$ cat config.mk
export PLATFORM = sky130hd
export DESIGN_NAME = preg_decode_execute
export DESIGN_NICKNAME = d
export VERILOG_FILES = /design/src/rtl/core_pkg.sv /design/src/rtl/pipe_reg_en_clr.sv /design/src/rtl/preg_decode_execute.sv
export SDC_FILE = /design/constraint.sdc
export NUM_CORES = 1
export LEC_CHECK = 0
export ABC_AREA = 1
export CORE_AREA = 8 8 294 296
export DETAILED_ROUTE_END_ITERATION = 8
export DIE_AREA = 0 0 302 304
export REMOVE_ABC_BUFFERS = 1
export SLEW_MARGIN = 20
export SYNTH_ARGS = -nofsm -noshare
export SYNTH_HDL_FRONTEND = slang
export SYNTH_HIERARCHICAL = 1
export SYNTH_SLANG_ARGS = --single-unit
$ cat constraint.sdc
create_clock -name i_clk -period 38.1 [get_ports i_clk]
set_input_delay 11.43 -clock i_clk [delete_from_list [all_inputs] [get_ports i_clk]]
set_output_delay 11.43 -clock i_clk [all_outputs]
set_load 0.02 [all_outputs]
$ cat src/rtl/core_pkg.sv
// Shared types for the decode/execute boundary: the control and data words
// carried by the ID/EX pipeline register, and the bubble constant.
package core_pkg;

    localparam int DATA_WIDTH = 64;
    localparam int REG_ADDR_W = 5;

    // Control word produced by the main decoder and the ALU decoder.
    typedef struct packed {
        logic [2:0] result_src;
        logic [4:0] alu_control;
        logic [2:0] func3;
        logic [1:0] forward_src;
        logic [3:0] cause;
        logic       mem_we;
        logic       reg_we;
        logic       alu_src;
        logic       branch;
        logic       jump;
        logic       pc_target_src;
        logic       mem_access;
        logic       ecall_instr;
        logic       load_instr;
    } t_ex_ctrl;

    // Operand and address word handed to the execute stage.
    typedef struct packed {
        logic [DATA_WIDTH-1:0] pc;
        logic [DATA_WIDTH-1:0] pc_plus4;
        logic [DATA_WIDTH-1:0] rs1_data;
        logic [DATA_WIDTH-1:0] rs2_data;
        logic [DATA_WIDTH-1:0] imm_ext;
        logic [REG_ADDR_W-1:0] rs1_addr;
        logic [REG_ADDR_W-1:0] rs2_addr;
        logic [REG_ADDR_W-1:0] rd_addr;
    } t_ex_data;

    // An all-zero control word has no architectural side effects.
    localparam t_ex_ctrl EX_CTRL_BUBBLE = '0;

endpackage

$ cat src/rtl/pipe_reg_en_clr.sv
// Generic pipeline register: async reset, synchronous clear, load enable.
// Clear takes priority over enable so a flush always wins over a stall.
module pipe_reg_en_clr #(
    parameter int WIDTH = 1
) (
    input  logic             clk,
    input  logic             arst,
    input  logic             en,
    input  logic             clr,
    input  logic [WIDTH-1:0] d,
    output logic [WIDTH-1:0] q
);

    // Register update: reset, then clear, then enabled load, else hold.
    always_ff @(posedge clk or posedge arst) begin
        if (arst) begin
            q <= '0;
        end else if (clr) begin
            q <= '0;
        end else if (en) begin
            q <= d;
        end
    end

endmodule

$ cat src/rtl/preg_decode_execute.sv
// ID/EX pipeline register with stall, flush, valid tracking, a load-use
// tap for the hazard unit and a saturating bubble counter.
module preg_decode_execute
    import core_pkg::*;
#(
    parameter int CNT_WIDTH = 32
) (
    input  logic                  i_clk,
    input  logic                  i_arst,
    input  logic                  i_stall_exec,
    input  logic                  i_flush_exec,
    input  logic                  i_valid,
    input  t_ex_ctrl              i_ctrl,
    input  t_ex_data              i_data,
    output t_ex_ctrl              o_ctrl,
    output t_ex_data              o_data,
    output logic                  o_valid,
    output logic [REG_ADDR_W-1:0] o_load_rd,
    output logic [CNT_WIDTH-1:0]  o_bubble_cnt
);

    logic                 load_en;
    logic                 bubble_write;
    t_ex_ctrl             ctrl_next;
    logic [CNT_WIDTH-1:0] bubble_cnt_reg;

    assign load_en = ~i_stall_exec;

    // An invalid decode slot must never carry side-effecting controls forward.
    assign ctrl_next = i_valid ? i_ctrl : EX_CTRL_BUBBLE;

    // An edge writes a bubble when flushing, or loading an invalid slot.
    assign bubble_write = i_flush_exec | (~i_stall_exec & ~i_valid);

    pipe_reg_en_clr #(.WIDTH($bits(t_ex_ctrl))) u_ctrl_reg (
        .clk  (i_clk),
        .arst (i_arst),
        .en   (load_en),
        .clr  (i_flush_exec),
        .d    (ctrl_next),
        .q    (o_ctrl)
    );

    pipe_reg_en_clr #(.WIDTH($bits(t_ex_data))) u_data_reg (
        .clk  (i_clk),
        .arst (i_arst),
        .en   (load_en),
        .clr  (i_flush_exec),
        .d    (i_data),
        .q    (o_data)
    );

    pipe_reg_en_clr #(.WIDTH(1)) u_valid_reg (
        .clk  (i_clk),
        .arst (i_arst),
        .en   (load_en),
        .clr  (i_flush_exec),
        .d    (i_valid),
        .q    (o_valid)
    );

    // Bubble counter: count every bubble write, stick at all-ones.
    always_ff @(posedge i_clk or posedge i_arst) begin
        if (i_arst) begin
            bubble_cnt_reg <= '0;
        end else if (bubble_write && (bubble_cnt_reg != '1)) begin
            bubble_cnt_reg <= bubble_cnt_reg + 1'b1;
        end
    end

    assign o_bubble_cnt = bubble_cnt_reg;

    // Load-use tap: expose rd only for a live load that writes a real register.
    always_comb begin
        o_load_rd = '0;
        if (o_valid && o_ctrl.load_instr && (o_data.rd_addr != '0)) begin
            o_load_rd = o_data.rd_addr;
        end
    end

endmodule

* After elaboration in Yosys (flattened, before gate mapping)
Cells that the tools add are included.
** Operators by class
- Add/sub/neg operators :: 1
- Multipliers :: 0
- Div/mod/pow operators :: 0
- Order comparisons :: 0
- Eq/ne operators :: 2
- Shifts and indexed selects :: 0
- Mux-type cells :: 8
- Bitwise operators :: 4
- Reductions and logical operators :: 4
** Operator list (number)
- 335-bit 2-to-1 mux :: 2
- 26-bit 2-to-1 mux :: 3
- 32-bit by 1-bit adder with 32-bit output, second input constant :: 1
- 32-bit != test, second input constant :: 1
- 5-bit 2-to-1 mux :: 1
- 5-bit nonzero test :: 1
- 1-bit logical AND :: 3
- 1-bit 2-to-1 mux :: 2
- 2-bit by 1-bit != test with 1-bit output, second input constant :: 1
- 1-bit NOT :: 2
- 1-bit bitwise AND :: 1
- 1-bit bitwise OR :: 1
** Storage, ports and cells
- Register bits after elaboration :: 394
- Bits in latches :: 0
- Bits in writable memories :: 0
- Memory bits (read-only) :: 0
- Input port bits :: 366
- Output and inout port bits :: 399
- Logic and storage cells :: 23
- Memories :: 0

* Longest topological paths before layout
- Word-level depth :: 4
- Depth in mapped cells :: 10
- Depth with buffers taken out :: 10

* Cells and area by module
The synthesis kept the hierarchy.
** Modules (own cells, without submodules)
- pipe_reg_en_clr (u_data_reg) :: instances 1, cells an instance 1454, area an instance 13112.6 um^2, sequential area each 8383.0 um^2
- preg_decode_execute :: instances 1, cells an instance 427, area an instance 2509.9 um^2, sequential area each 800.8 um^2
- pipe_reg_en_clr (u_ctrl_reg) :: instances 1, cells an instance 114, area an instance 1181.1 um^2, sequential area each 650.6 um^2
- pipe_reg_en_clr (u_valid_reg) :: instances 1, cells an instance 7, area an instance 48.8 um^2, sequential area each 25.0 um^2

* Worst setup path after synthesis
No wires, ideal clock.
- Path type :: register to output
- Start :: register u_data_reg.q[2]
- End :: output port o_load_rd[1]
- Arrival :: 0.980 ns
- Data required time :: 26.670 ns
- Path slack :: 25.690 ns
- Cell stages (with the launch flop) :: 5
- Path buffers :: 0
- Cell sequence :: dfrtp_1 nor3_1 nand2_1 nand3_1 nor2_1
** Between the ends
- Word-level cells in the longest chain between the ends :: 3
** RTL lines
- start, declared :: line pipe_reg_en_clr.sv:11 : output logic [WIDTH-1:0] q
- start signal, assigned :: line pipe_reg_en_clr.sv:17 : q <= '0;
- start signal, assigned :: line pipe_reg_en_clr.sv:19 : q <= '0;
- start signal, assigned :: line pipe_reg_en_clr.sv:21 : q <= d;
- 5-bit nonzero test :: line preg_decode_execute.sv:76 : if (o_valid && o_ctrl.load_instr && (o_data.rd_addr != '0)) begin
- 1-bit logical AND :: line preg_decode_execute.sv:76
- 5-bit 2-to-1 mux :: line preg_decode_execute.sv:76
- end, declared :: line preg_decode_execute.sv:18 : output logic [REG_ADDR_W-1:0] o_load_rd,
Every way passes these cells.

* Worst setup path after layout
- Start :: input port i_flush_exec
- End :: register u_data_reg.q[233]
** Between the ends
- Word-level cells in the longest chain between the ends :: 1
- Elaborated cells on any way between the ends :: 2
- Those cells by class :: 1 x eq/ne; 1 x mux
** RTL lines
- start, declared :: line preg_decode_execute.sv:11 : input logic i_flush_exec,
- 2-bit by 1-bit != test with 1-bit output (no source line) / 335-bit 2-to-1 mux (equally long branches)
Parallel ways exist; a longest one is shown, timed or not.
A chain may end at the register's enable or synchronous reset.

==> results.md <==
- Status: complete, no violations
- Yosys warnings: 6
- Core ar.: 81600 µm²
- Synth area leader: dfrtp_1
- Gr usage total: 0.151
- Fill count: 8498
- Max-slew violation count: 0
- Slew @ Worst Pin: 1.04 ns
- Num rows: 105
- Crit end category: flop
- Count leader, synth: nand2_1
- Worst R2R Path Depth: 9
- Clock buffer count from CTS: 47
- RR Startpoint: o_bubble_cnt[0]
- Routed len/inst: 18.9 µm
- Crit path cell chain: clkdlybuf4s50_1, inv_8, buf_4, buf_4, nand3_1, nand2_1
- CP max-delay cell: buf_4
- Initial Util: 0.207
- Synth Flop Type: dfrtp_1
- Flop2flop setup slack: ~36 ns
- Mean Syn Cell Area: 8.42 µm²
- FMAX: 0.0705 GHz
- Placed Cells: 3728
- RSZ-0062 raised after global routing: false
- Clock skew: 0.0128 ns
- Top cells by instance count after synthesis: 940 x nand2_1, 394 x dfrtp_1, 362 x nand3_1, 74 x buf_2
- Share of cells above drive strength 1: 0.0446
- CTS root buf: clkbuf_16
- Register share of total power: 0.429
- Insertion delay to the later sink of the worst-skew pair: about 0.56 ns
- Max FO, Critical Path: 129
- # resized after CTS: 0
- H-tree depth: 2
- Number of synthesized flops with an enable pin: 0
- Initial antenna violation count: 15
- Final setup TNS: 0 ns
- Async set or reset register ratio after synthesis: 1.00
- Vias: roughly 16000
- Clk sinks: 394
- Arr. time, crit path: approximately 15 ns
- Clk buf depth: 3
- DR vias/cell: about 4.2
- Vias in the first global route: 16619
- Clock share of power: 0.395
- Largest cells by area after synthesis: dfrtp_1 59%, nand2_1 21%, nand3_1 11%
- Cell mode on critical path: buf_4
- Sw Ratio: 0.275
- Die width: 302 µm
- Post-Syn Area: around 17000 µm²
- Max Cap Viol: 0
- Internal power: 0.000776 W
- Lkg Pwr: between 10 and 15 nW
- CP required: 38.59 ns
- Final ANT Viol Nets: 0
- Reg clk slew, reported paths: 0.06 ns
- Die height: 304 µm
- Slowest Stage Delay on Critical Path: 0.78 ns
- Hold Crit Endpoint: u_data_reg/q[245]
- Final Cycle Share: 0.373
- Hold crit path type: flop to flop
- Remaining DRCs: 0
- Global route total overflow: 0
- Hold_sp: u_data_reg/q[245]
- Hold path depth: 2
- # setup viols final: 0
- Port-buffer cells: ~760
- Nets: 3074
- Peak supply drop: 0.0271 mV
- Routed wire length: 72100 µm
- Worst Setup Start Kind: primary input
- Worst slew margin: 0.306
- # hold bufs at CTS: 0
- P&R area growth vs syn: 58.9%
- Pwr/cell area: 39.9 nW/µm²
- I/O pin count: 765
- Initial DRC count: ~850
- Post-DP HPWL: approximately 53000 µm
- Syn Inst Count: 2002
- Distinct cells, synth: 28
- Final Hold Violating Endpoints: 0
- RR Endpoint: o_bubble_cnt[11]
- Seq/Total Area, Yosys: 0.585
- DR pass1 iterations: 5
- Post-synthesis register bit count: ~400
- TritonCTS clock tree: yes
- Share of the synthesized area in the top cell type: 0.585
- Psw: 0.000294 W
- Routability cong.: 0.818
- Die area: 91800 µm²
- Post-CTS Setup Inserts: 0
- Post-route minimum period: 14.19 ns
- Final Non-Filler Cells: 3815
- Combinational Power Share: 0.175
- First-pass GRT wire length: 107000 µm
- Critical path class: primary input to flop
- Pin count of the biggest net entering global routing: 141
-- worst max path at each step --
| stage | start | to | slack [ns] | depth (start not counted) |
|---|---|---|---|---|
| 2_1_floorplan | i_stall_exec | u_data_reg/q[0] | 2.73 | 4 |
| 3_3_place_gp | i_flush_exec | u_data_reg/q[233] | 23.25 | 6 |
| 3_5_place_dp | i_flush_exec | u_data_reg/q[233] | 23.29 | 6 |
| 4_1_cts | i_flush_exec | u_data_reg/q[233] | 23.92 | 6 |
| 5_1_grt | i_flush_exec | u_data_reg/q[233] | 23.64 | 6 |
| 6_report | i_flush_exec | u_data_reg/q[233] | 23.91 | 6 |
-- cells by family (layout without fill, tap and decap cells) --
| family | Yosys count | after routing | synth area share |
|---|---|---|---|
| compound gates | 2 | 2 | 0.000817 |
| xor+xnor | 13 | 13 | 0.00676 |
| other cells | 0 | 9 | 0 |
| flops | 394 | 394 | 0.585 |
| buf+inv | 189 | 923 | 0.0540 |
| simple gates | 1403 | 1403 | 0.353 |
| fa+ha+maj | 1 | 1 | 0.000742 |
-- power by group through the flow --
| stage | logic [W] | clock network [W] | registers (W) |
|---|---|---|---|
| after floorplan | 0.0000540 | 0 | 0.000493 |
| after global placement | 0.000190 | 0 | 0.000466 |
| after detailed placement | 0.000191 | 0 | 0.000466 |
| after CTS | 0.000191 | 0.000442 | 0.000459 |
| after global routing | 0.000202 | 0.000455 | 0.000463 |
| final | 0.000188 | 0.000423 | 0.000459 |
-- per-layer routing --
metal  routed length, µm  GRT usage
met5                  66          0
met4                2480     0.0515
met3                7110     0.0627
met2               34300      0.255
met1               28100      0.169
-- final cells by class --
type	count	area (µm²)	share of cell area
Sequential cell	394	9860	0.368
Clock inverter	9	51.3	0.00192
Multi-Input combinational cell	1419	6090	0.227
Clock buffer	69	1370	0.0511
Timing Repair Buffer	781	7790	0.291
Tap cell	1070	1340	0.0500
Antenna cell	9	22.5	0.000841
Inverter	64	265	0.00990
-- sequential cells by signal, indices dropped and copies added, names as in the netlist --
signal and cells:
o_bubble_cnt 32, u_ctrl_reg/q 26, u_data_reg/q 335, u_valid_reg/q 1
-- cell usage in the layout (no fill, tap or decap), types with 2 or more instances in the layout --
cell             instances
clkbuf_16               47
nand2_1                940
nor2_4                   4
xor2_1                   9
clkbuf_1                11
nand3_1                362
inv_1                   59
diode_2                  9
nand2_2                  3
nor2_2                   2
nand3_2                 20
nand3b_1                 2
inv_8                    3
dfrtp_1                394
clkbuf_8                11
buf_4                   16
nor3_1                   2
xnor2_1                  4
nand4_1                  2
nor2_1                  62
clkinv_2                 7
clkdlybuf4s50_1        764
-- metrics by stage --
step | hold slack, ns | power, W | setup slack [ns] | utilization | cell area (µm²)
2_1_floorplan | 0.584 | 0.000547 | 2.73 | - | 16200
3_3_place_gp | 0.453 | 0.000656 | 23.25 | 0.311 | 25300
3_5_place_dp | 0.457 | 0.000657 | 23.29 | 0.311 | 25300
4_1_cts | 0.471 | 0.00109 | 23.92 | 0.328 | 26800
5_1_grt | 0.487 | 0.00112 | 23.64 | 0.328 | 26800
6_report | 0.465 | 0.00107 | 23.91 | 0.328 | 26800
-- critical path, delay by kind of cell --
family,cells,cell delay [ns]
buf+inv,4,2.74
simple gates,2,0.37
(Power assumes the default switching activity.)
